File: src/rtl/frv_pipeline_dispatch_mq_pkg.sv
// Dispatch stage shared definitions.
// Operand selects, FU one-hot indices, payload bundle.
package frv_pipeline_dispatch_mq_pkg;

  localparam int DIS_OPRA_RS1  = 0;
  localparam int DIS_OPRA_PCIM = 1;
  localparam int DIS_OPRA_CSRI = 2;
  localparam int DIS_OPRB_RS2  = 3;
  localparam int DIS_OPRB_IMM  = 4;
  localparam int DIS_OPRC_RS2  = 5;
  localparam int DIS_OPRC_CSRA = 6;
  localparam int DIS_OPRC_PCIM = 7;

  localparam int P_FU_ALU = 0;
  localparam int P_FU_MUL = 1;
  localparam int P_FU_LSU = 2;
  localparam int P_FU_CFU = 3;
  localparam int P_FU_CSR = 4;

  localparam int LSU_STORE = 4;

  localparam bit FWD_PRIO_YOUNGEST_FIRST = 1'b1;

  typedef struct packed {
    logic [4:0]  rd;
    logic [31:0] pc;
    logic [4:0]  uop;
    logic [4:0]  fu;
    logic [1:0]  size;
    logic [31:0] instr;
    logic        trap;
  } dis_ctl_t;

  // Stores and conditional branches write no register.
  function automatic logic rd_suppressed(
    input logic [4:0] fu,
    input logic [4:0] uop
  );
    return (fu[P_FU_LSU] && uop[LSU_STORE]) ||
           (fu[P_FU_CFU] && (uop[4:3] == 2'b00));
  endfunction

endpackage

File: src/rtl/frv_pipeline_dispatch_mq_fifo.sv
// In-order synchronous queue with flush.
// Head is read from storage, so it is registered.
module frv_sync_fifo #(
  parameter  int WIDTH = 8,
  parameter  int DEPTH = 2,
  localparam int PW    = (DEPTH > 1) ? $clog2(DEPTH) : 1,
  localparam int CW    = $clog2(DEPTH + 1)
) (
  input  logic             clk_i,
  input  logic             rst_i,
  input  logic             flush_i,
  input  logic             push_i,
  input  logic [WIDTH-1:0] data_i,
  input  logic             pop_i,
  output logic [WIDTH-1:0] data_o,
  output logic [CW-1:0]    count_o,
  output logic             full_o,
  output logic             empty_o
);

  logic [WIDTH-1:0] mem_q [DEPTH];
  logic [PW-1:0]    wptr_q, wptr_d;
  logic [PW-1:0]    rptr_q, rptr_d;
  logic [CW-1:0]    cnt_q, cnt_d;
  logic             push_ok;
  logic             pop_ok;

  function automatic logic [PW-1:0] ptr_inc(input logic [PW-1:0] p);
    return (p == PW'(DEPTH - 1)) ? '0 : p + 1'b1;
  endfunction

  assign full_o  = (cnt_q == CW'(DEPTH));
  assign empty_o = (cnt_q == '0);
  assign count_o = cnt_q;
  assign data_o  = mem_q[rptr_q];

  assign push_ok = push_i && !full_o && !flush_i;
  assign pop_ok  = pop_i && !empty_o && !flush_i;

  // Next pointers and occupancy; flush empties the queue.
  always_comb begin
    wptr_d = wptr_q;
    rptr_d = rptr_q;
    cnt_d  = cnt_q;
    if (flush_i) begin
      wptr_d = '0;
      rptr_d = '0;
      cnt_d  = '0;
    end else begin
      if (push_ok) wptr_d = ptr_inc(wptr_q);
      if (pop_ok)  rptr_d = ptr_inc(rptr_q);
      unique case ({push_ok, pop_ok})
        2'b10:   cnt_d = cnt_q + 1'b1;
        2'b01:   cnt_d = cnt_q - 1'b1;
        default: cnt_d = cnt_q;
      endcase
    end
  end

  // Pointer and count registers.
  always_ff @(posedge clk_i) begin
    if (rst_i) begin
      wptr_q <= '0;
      rptr_q <= '0;
      cnt_q  <= '0;
    end else begin
      wptr_q <= wptr_d;
      rptr_q <= rptr_d;
      cnt_q  <= cnt_d;
    end
  end

  // Entry storage; contents are don't-care until counted.
  always_ff @(posedge clk_i) begin
    if (push_ok) mem_q[wptr_q] <= data_i;
  end

endmodule

File: src/rtl/frv_pipeline_dispatch_mq.sv
// Dispatch: hazard check, forwarding, operand
// gather and an in-order queue ahead of execute.
module frv_pipeline_dispatch_mq
  import frv_pipeline_dispatch_mq_pkg::*;
#(
  parameter  int XLEN  = 32,
  parameter  int NFWD  = 2,
  parameter  int DEPTH = 2,
  parameter  int CNT_W = 32,
  localparam int QCW   = $clog2(DEPTH + 1)
) (
  input  logic               g_clk,
  input  logic               g_reset,
  input  logic               s2_p_valid,
  output logic               s2_p_busy,
  input  logic [4:0]         s2_rd,
  input  logic [4:0]         s2_rs1,
  input  logic [4:0]         s2_rs2,
  input  logic [31:0]        s2_imm,
  input  logic [31:0]        s2_pc,
  input  logic [4:0]         s2_uop,
  input  logic [4:0]         s2_fu,
  input  logic [7:0]         s2_opr_src,
  input  logic [1:0]         s2_size,
  input  logic [31:0]        s2_instr,
  input  logic               s2_trap,
  input  logic [XLEN-1:0]    rs1_data,
  input  logic [XLEN-1:0]    rs2_data,
  input  logic [5*NFWD-1:0]  fwd_rd,
  input  logic [XLEN*NFWD-1:0] fwd_wdata,
  input  logic [NFWD-1:0]    fwd_valid,
  input  logic [NFWD-1:0]    fwd_ready,
  input  logic               flush,
  output logic               s3_p_valid,
  input  logic               s3_p_busy,
  output logic [4:0]         s3_rd,
  output logic [31:0]        s3_pc,
  output logic [4:0]         s3_uop,
  output logic [4:0]         s3_fu,
  output logic [1:0]         s3_size,
  output logic [31:0]        s3_instr,
  output logic               s3_trap,
  output logic [XLEN-1:0]    s3_opr_a,
  output logic [XLEN-1:0]    s3_opr_b,
  output logic [XLEN-1:0]    s3_opr_c,
  output logic [QCW-1:0]     q_count,
  output logic [CNT_W-1:0]   bubble_cnt
);

  localparam int QW = $bits(dis_ctl_t) + 3 * XLEN;

  // Match vectors held in priority order: slot 0 wins.
  logic [NFWD-1:0]      m1_p, m2_p, rdy_p;
  logic [XLEN-1:0]      dat_p [NFWD];
  logic [XLEN-1:0]      rs1_v, rs2_v;
  logic                 hz1, hz2, hazard;

  for (genvar k = NFWD - 1; k >= 0; k--) begin : g_fwd
    localparam int P = FWD_PRIO_YOUNGEST_FIRST ? k : NFWD - 1 - k;
    assign m1_p[P]  = fwd_valid[k] && (s2_rs1 != 5'd0) &&
                      (fwd_rd[5*k +: 5] == s2_rs1);
    assign m2_p[P]  = fwd_valid[k] && (s2_rs2 != 5'd0) &&
                      (fwd_rd[5*k +: 5] == s2_rs2);
    assign rdy_p[P] = fwd_ready[k];
    assign dat_p[P] = fwd_wdata[XLEN*k +: XLEN];
  end

  // Priority forward select; last assignment is the winner.
  always_comb begin
    rs1_v = rs1_data;
    rs2_v = rs2_data;
    hz1   = 1'b0;
    hz2   = 1'b0;
    for (int i = NFWD - 1; i >= 0; i--) begin
      if (m1_p[i]) begin
        rs1_v = dat_p[i];
        hz1   = !rdy_p[i];
      end
      if (m2_p[i]) begin
        rs2_v = dat_p[i];
        hz2   = !rdy_p[i];
      end
    end
  end

  assign hazard = hz1 || hz2;

  logic [XLEN-1:0] pc_imm, csr_imm, csr_addr;
  logic [XLEN-1:0] opr_a, opr_b, opr_c;

  assign pc_imm   = XLEN'(s2_pc) + XLEN'(s2_imm);
  assign csr_imm  = {{(XLEN-5){s2_rs1[4]}}, s2_rs1};
  assign csr_addr = XLEN'({20'b0, s2_imm[31:20]});

  // Operand gather: OR of the selected sources.
  always_comb begin
    opr_a = ({XLEN{s2_opr_src[DIS_OPRA_RS1]}}  & rs1_v)   |
            ({XLEN{s2_opr_src[DIS_OPRA_PCIM]}} & pc_imm)  |
            ({XLEN{s2_opr_src[DIS_OPRA_CSRI]}} & csr_imm);
    opr_b = ({XLEN{s2_opr_src[DIS_OPRB_RS2]}}  & rs2_v)   |
            ({XLEN{s2_opr_src[DIS_OPRB_IMM]}}  & XLEN'(s2_imm));
    opr_c = ({XLEN{s2_opr_src[DIS_OPRC_RS2]}}  & rs2_v)   |
            ({XLEN{s2_opr_src[DIS_OPRC_CSRA]}} & csr_addr) |
            ({XLEN{s2_opr_src[DIS_OPRC_PCIM]}} & pc_imm);
  end

  dis_ctl_t ctl_in, ctl_out;

  // Control payload; rd cleared for non-writing ops.
  always_comb begin
    ctl_in.rd    = rd_suppressed(s2_fu, s2_uop) ? 5'd0 : s2_rd;
    ctl_in.pc    = s2_pc;
    ctl_in.uop   = s2_uop;
    ctl_in.fu    = s2_fu;
    ctl_in.size  = s2_size;
    ctl_in.instr = s2_instr;
    ctl_in.trap  = s2_trap;
  end

  logic          q_full, q_empty, q_push, q_pop;
  logic [QW-1:0] q_din, q_dout;

  assign q_push = s2_p_valid && !hazard && !q_full && !flush;
  assign q_pop  = !s3_p_busy;
  assign q_din  = {ctl_in, opr_a, opr_b, opr_c};

  frv_sync_fifo #(
    .WIDTH (QW),
    .DEPTH (DEPTH)
  ) u_q (
    .clk_i   (g_clk),
    .rst_i   (g_reset),
    .flush_i (flush),
    .push_i  (q_push),
    .data_i  (q_din),
    .pop_i   (q_pop),
    .data_o  (q_dout),
    .count_o (q_count),
    .full_o  (q_full),
    .empty_o (q_empty)
  );

  assign {ctl_out, s3_opr_a, s3_opr_b, s3_opr_c} = q_dout;

  assign s3_rd      = ctl_out.rd;
  assign s3_pc      = ctl_out.pc;
  assign s3_uop     = ctl_out.uop;
  assign s3_fu      = ctl_out.fu;
  assign s3_size    = ctl_out.size;
  assign s3_instr   = ctl_out.instr;
  assign s3_trap    = ctl_out.trap;
  assign s3_p_valid = !q_empty;
  assign s2_p_busy  = hazard || q_full;

  logic [CNT_W-1:0] bubble_q, bubble_d;

  // Saturating count of stalled valid-input cycles.
  always_comb begin
    bubble_d = bubble_q;
    if (s2_p_valid && hazard && !flush && !(&bubble_q))
      bubble_d = bubble_q + 1'b1;
  end

  // Bubble counter register.
  always_ff @(posedge g_clk) begin
    if (g_reset) bubble_q <= '0;
    else         bubble_q <= bubble_d;
  end

  assign bubble_cnt = bubble_q;

endmodule

File: config.mk
export PLATFORM = sky130hd
export DESIGN_NAME = frv_pipeline_dispatch_mq
export DESIGN_NICKNAME = d
export VERILOG_FILES = /design/src/rtl/frv_pipeline_dispatch_mq_pkg.sv /design/src/rtl/frv_pipeline_dispatch_mq_fifo.sv /design/src/rtl/frv_pipeline_dispatch_mq.sv
export SDC_FILE = /design/constraint.sdc
export NUM_CORES = 1
export LEC_CHECK = 0
export ABC_CLOCK_PERIOD_IN_PS = 14710
export CAP_MARGIN = 20
export CORE_ASPECT_RATIO = 2
export CORE_MARGIN = 3
export CORE_UTILIZATION = 25
export CTS_BUF_LIST = sky130_fd_sc_hd__clkbuf_8
export DETAILED_ROUTE_END_ITERATION = 7
export HOLD_SLACK_MARGIN = 0.03
export PLACE_DENSITY = 0.45
export REMOVE_ABC_BUFFERS = 1
export SYNTH_ARGS = -nofsm -noshare
export SYNTH_HDL_FRONTEND = slang
export SYNTH_SLANG_ARGS = --single-unit
export TNS_END_PERCENT = 50
File: constraint.sdc
create_clock -name g_clk -period 14.71 [get_ports g_clk]
set_input_delay 1.471 -clock g_clk [delete_from_list [all_inputs] [get_ports g_clk]]
set_output_delay 1.471 -clock g_clk [all_outputs]
set_load 0.05 [all_outputs]
==> results.cfg, run 1 <==
[detailed_routing]
wire_per_inst_um = 23.9
antenna_left = 0
avgViaCountPerCell = 4.70
wl_mm = 69.6
drc_errors = 0
drt-pass1-iter-count = 7
drt_iter0_markers = 588
vias = 13738

[clock_network]
root_buffer = clkbuf_8
cts_setup_buffers = 0
ctsHoldBuffers = 0
max-clock-path-buffers = 3
clkSinkCount = 393
clk_pin_slew_worst_paths_ps = 70
clock_latency_ps = 650
cts_tree = yes
cts_resized = 0
h-tree-depth = 2
cts-buffers-inserted = 60

[setup_path]
cp-start-kind = input port
r2r_slack_ps = 11330
path_buf_inv = 3
crit_fanout = 66
cp_data_required_time_ps = 13240
crit_slowest_cell = clkdlybuf4s50_1
arrival_ps = 5150
r2r_cells = 5
timing.rr.end = u_q.mem_q[1][26]
path_cells = clkdlybuf4s50_1 -> or4_1 -> nor2_1 -> or4_4 -> a22oi_1 -> o21ai_2 -> buf_4 -> a21o_1 -> clkdlybuf4s50_1
crit_type = in2out
crit_family = buffers and inverters
timing.rr.start = u_q.count_o[0]
crit_cells = 9
endpoint = s2_p_busy
path_common_cell = clkdlybuf4s50_1
cp-end-kind = output port
startpoint = s2_rs1[1]
slowest_delay_ps = 800

[die]
ios = 493
die_w_um = 200
dieArea_um2 = 78900
die_h_um = 394
initial_utilization_pct = 25.4
num_rows = 141
core_area_um2 = 74300

[timing]
drv_slew = 0
fmax_mhz = 151
tightest_slew_ps = 1040
hold_viol_final = 0
slew-limit-headroom_pct = 30.9
min_period_ps = 6620
rsz0062_at_grt = no
finalSetupViolCount = 0
finalCritPeriodShare_pct = 45.0
fin_tns_setup_ps = 0
fin_skew_ps = 23.8

[placement]
postPlaceCellArea_um2 = 24900
dp_cells = 2808
dp_hpwl_mm = 49.4
gp_congestion = 0.825
io_buffers = 492

[layout]
final_util_pct = 35.1
area_growth_pct = 38.3
final_common_cell = clkdlybuf4s50_1
fin_nets = 2182
drive_above_1_share_pct = 16.0
stdcell_area_um2 = 26100
layout_common_cells = clkdlybuf4s50_1 (486), edfxtp_1 (356), mux2_2 (179)
num-fill-cells = 7356
fin_cells = 2920

[yosys]
ys_seq_area_share_pct = 60.7
ys_ff_latch = 393
async_flop_share_pct = 0
synth_xor_area_share_pct = 3.72
synth_edf_count = 356
yosysUniqueCellTypes = 63
synthMuxAreaShare_pct = 14.2
synth_top_family_by_area = multiplexers
synth_compound_area_share_pct = 10.2
yosys.area_share.simple_pct = 6.71
yosys.area.top_type_share_pct = 56.8
avgSynthCellArea_um2 = 13.7
ys.flop_type = edfxtp_1
synthAdderAreaFrac_pct = 2.30
syn_area_um2 = 18800
yosysTopAreaCell = edfxtp_1
synthTopCellsByArea = edfxtp_1 (57%), mux2_2 (11%), dfxtp_1 (3.9%)
postSynthCellCount = 1372
ys_warn_count = 0

[global_route]
grt_max_degree = 128
antenna_found_initial = 3
grtUsageTotal_pct = 17.0
globalRouteOverflowTotal = 0
grt_pass1_vias = 14895
grt_pass1_wl_mm = 99.1

[outcome]
run_status = finished clean

[pwr]
max-vdd-ir-drop_mv = 0.0633
total_power_uw = 2690
powerDensity_nw_per_um2 = 103
p_leak_uw = 0.00872

[job]
drv_cap = 0

[hold_path]
worstHoldStart = bubble_cnt[1]
min_path_type = reg2reg
-- worst min-delay path by stage --
stage,to,cells after the start
after global placement,bubble_cnt[1],2
after global routing,bubble_cnt[1],2
after detailed placement,bubble_cnt[1],2
final,bubble_cnt[1],2
after floorplan,flop,2
after CTS,bubble_cnt[1],2
-- flip-flops by register name (all words and copies together) (netlist names), named ones only --
signal and count:
bubble_cnt 32, u_q.count_o 2, u_q.mem_q 356, u_q.rptr_q 1, u_q.wptr_q 1
-- stage by stage --
stage / hold WS [ps] / setup WS [ps]
global placement: 488 / 7770
global route: 554 / 7850
detailed placement: 502 / 7680
finish: 504 / 8090
floorplan: 518 / 2450
CTS: 514 / 8060
-- layer usage --
layer  up-vias  global-route usage (%)  wire, µm
li1       6320                       -         -
met1      6735                    18.3     25500
met2       545                    30.5     35300
met3       134                    5.26      6000
met4         4                    6.90      2830
met5         -                       0        27
-- worst min-delay path, delay by kind of cell (launching register included) --
family | cells | cell delay, ps
AND/OR/NAND/NOR | 1 | 60
AO/OA/AOI/OAI | 1 | 50
flip-flops | 1 | 340
-- where the power goes --
group / internal, µW / total [µW] / switching (µW) / leakage (µW)
Sequential: 1270 / 1280 / 7.50 / 0.00357
Combinational: 206 / 504 / 299 / 0.00450
Clock: 466 / 909 / 443 / 0.000656
-- cell usage after synthesis, drive strengths merged (7+ instances only) --
library cell / number
and2: 12
a222oi: 16
clkbuf: 61
buf: 15
xor2: 38
a21oi: 57
nand3: 21
dfxtp: 37
xnor2: 42
mux2: 180
a22o: 50
a21o: 17
a31oi: 8
inv: 28
nand4: 27
nor2: 74
o21ai: 53
nor3: 12
nand2b: 7
mux2i: 65
nand2: 62
and3: 12
ha: 33
a221o: 27
edfxtp: 356
-- logic make-up after synthesis --
logic type / count (synthesis)
AOI/OAI and AO/OA: 261
and+or+nand+nor: 255
muxes: 245
adders and majority gates: 34
buffers and inverters: 104
xor gates and xnor gates: 80
DFF: 393
-- final cells by class --
type                    instances  area (µm²)  share of cell area [%]
flip-flops and latches        393       11400                    43.9
multi-input cells             875        7030                    27.0
repair buffers                511        5050                    19.4
well taps                    1001        1250                    4.81
clock buffers                  63         867                    3.33
clock inverters                48         307                    1.18
inverters                      28         105                   0.403
diodes                          1        2.50                 0.00961
Power figures use the tool's default switching activity.
==> run 2, diff against run 1 <==
--- a/config.mk
+++ b/config.mk
@@ -5,7 +5,7 @@
 export SDC_FILE = /design/constraint.sdc
 export NUM_CORES = 1
 export LEC_CHECK = 0
-export ABC_CLOCK_PERIOD_IN_PS = 14710
+export ABC_CLOCK_PERIOD_IN_PS = 5900
 export CAP_MARGIN = 20
 export CORE_ASPECT_RATIO = 2
 export CORE_MARGIN = 3
@@ -13,7 +13,7 @@
 export CTS_BUF_LIST = sky130_fd_sc_hd__clkbuf_8
 export DETAILED_ROUTE_END_ITERATION = 7
 export HOLD_SLACK_MARGIN = 0.03
-export PLACE_DENSITY = 0.45
+export PLACE_DENSITY = 0.46
 export REMOVE_ABC_BUFFERS = 1
 export SYNTH_ARGS = -nofsm -noshare
 export SYNTH_HDL_FRONTEND = slang
==> constraint.sdc (replaced) <==
create_clock -name g_clk -period 5.9 [get_ports g_clk]
set_input_delay 0.59 -clock g_clk [delete_from_list [all_inputs] [get_ports g_clk]]
set_output_delay 0.59 -clock g_clk [all_outputs]
set_load 0.05 [all_outputs]
==> results.cfg, run 2 (synthesis results as in run 1) <==
[setup_path]
cp-start-kind = input port
path_common_cell = clkdlybuf4s50_1
slowest_delay_ps = 810
crit_slowest_cell = clkdlybuf4s50_1
crit_family = buffers and inverters
crit_type = in2out
cp-end-kind = output port
crit_fanout = 17
timing.rr.start = bubble_cnt[3]
path_buf_inv = 2
cp_data_required_time_ps = 5310
r2r_cells = 7
timing.rr.end = bubble_cnt[30]
r2r_slack_ps = 3000
path_cells = clkdlybuf4s50_1 -> or4_1 -> nor2_1 -> or4_4 -> a22oi_1 -> o21ai_2 -> a21o_1 -> clkdlybuf4s50_1
arrival_ps = 3660

[global_route]
grt_pass1_wl_mm = 99.2
grt_pass1_vias = 14813
globalRouteOverflowTotal = 0
grtUsageTotal_pct = 17.2
antenna_found_initial = 7
grt_max_degree = 94

[timing]
drv_slew = 0
hold_viol_final = 0
setup_slack_ps = 1650
fin_skew_ps = 16.0
fmax_mhz = 235
slew-limit-headroom_pct = 37.1
tightest_slew_ps = 943
finalSetupViolCount = 0
min_period_ps = 4250
finalCritPeriodShare_pct = 72.0
rsz0062_at_grt = no

[clock_network]
cts_setup_buffers = 0
clock_latency_ps = 680
max-clock-path-buffers = 3
clkSinkCount = 393
root_buffer = clkbuf_8
cts_tree = yes
h-tree-depth = 2
cts-buffers-inserted = 60
ctsHoldBuffers = 0
cts_resized = 0
clk_pin_slew_worst_paths_ps = 60

[pwr]
total_power_uw = 6680
max-vdd-ir-drop_mv = 0.115
p_leak_uw = 0.00882
powerDensity_nw_per_um2 = 255

[layout]
layout_common_cells = clkdlybuf4s50_1 (486), edfxtp_1 (356), mux2_2 (179)
max_flop_register = u_q.mem_q
fin_nets = 2193
fin_cells = 2930
area_growth_pct = 39.1
drive_above_1_share_pct = 16.2
largest_reg_flops = 356
final_common_cell = clkdlybuf4s50_1

[hold_path]
min_path_type = in2reg
hold_path_end = u_q.mem_q[0][99]
hold_path_depth = 1
worstHoldStart = s2_instr[2]

[placement]
gp_congestion = 0.795
pre_cts_ws_ps = 1290
io_buffers = 492
dp_cells = 2819
dp_hpwl_mm = 51.4

[detailed_routing]
drt-pass1-iter-count = 8
vias = 13770
drc_errors = 0
avgViaCountPerCell = 4.70
wire_per_inst_um = 24.2
wl_mm = 70.9
antenna_left = 0
drt_iter0_markers = 657

[outcome]
run_status = finished clean

[die]
ios = 493
die_w_um = 200
dieArea_um2 = 78900
num_rows = 141
die_h_um = 394
core_area_um2 = 74300
initial_utilization_pct = 25.4

[job]
drv_cap = 0
==> run 2: worst max-delay path by stage <==
stage | to | from | cells past startpoint
floorplan | u_q.mem_q[0][0] | s2_rs1[1] | 8
global placement | u_q.mem_q[0][24] | s2_imm[0] | 11
detailed placement | u_q.mem_q[0][88] | s2_pc[0] | 11
CTS | s2_p_busy | s2_rs1[1] | 8
global route | s2_p_busy | s2_rs1[1] | 8
finish | s2_p_busy | s2_rs1[1] | 8
==> run 2: power breakdown <==
part	switching [µW]	internal, µW	leakage (µW)	total [µW]
Clock	1100	1110	0.000670	2210
Sequential	19.2	3160	0.00357	3180
Combinational	758	523	0.00459	1280
Total	1880	4800	0.00882	6680
==> run 2: metrics by stage <==
stage               setup TNS (ps)  cell area [µm²]  hold WS [ps]  utilization, %
finish                           0            26200           504            35.3
global route                     0            26200           449            35.3
CTS                              0            26200           407            35.3
detailed placement               0            25100           500            33.8
global placement                 0            25100           491            33.8
floorplan                 -1329970            18500           518               -
==> run 2: worst reg2reg max path: stages (launching register included) <==
cell     delay, ps
dfxtp_1        460
nand4_1        160
nor3_1         530
and3_1         270
nor3b_2        580
nand2_1        200
nor4_1         250
mux2_1         350
==> run 2: area by class of cell <==
type,count,area [µm²]
clock inverters,46,264
well taps,1001,1250
multi-input cells,875,7030
fillers,7392,48100
inverters,28,105
repair buffers,522,5250
diodes,2,5.00
flip-flops and latches,393,11400
clock buffers,63,867
==> run 2: layer usage <==
layer	GRT usage, %	wire (µm)	vias to the layer above
met5	0	33	-
met4	5.54	2110	6
met3	5.16	6220	103
met2	31.7	36700	531
met1	18.6	25900	6785
li1	-	-	6345
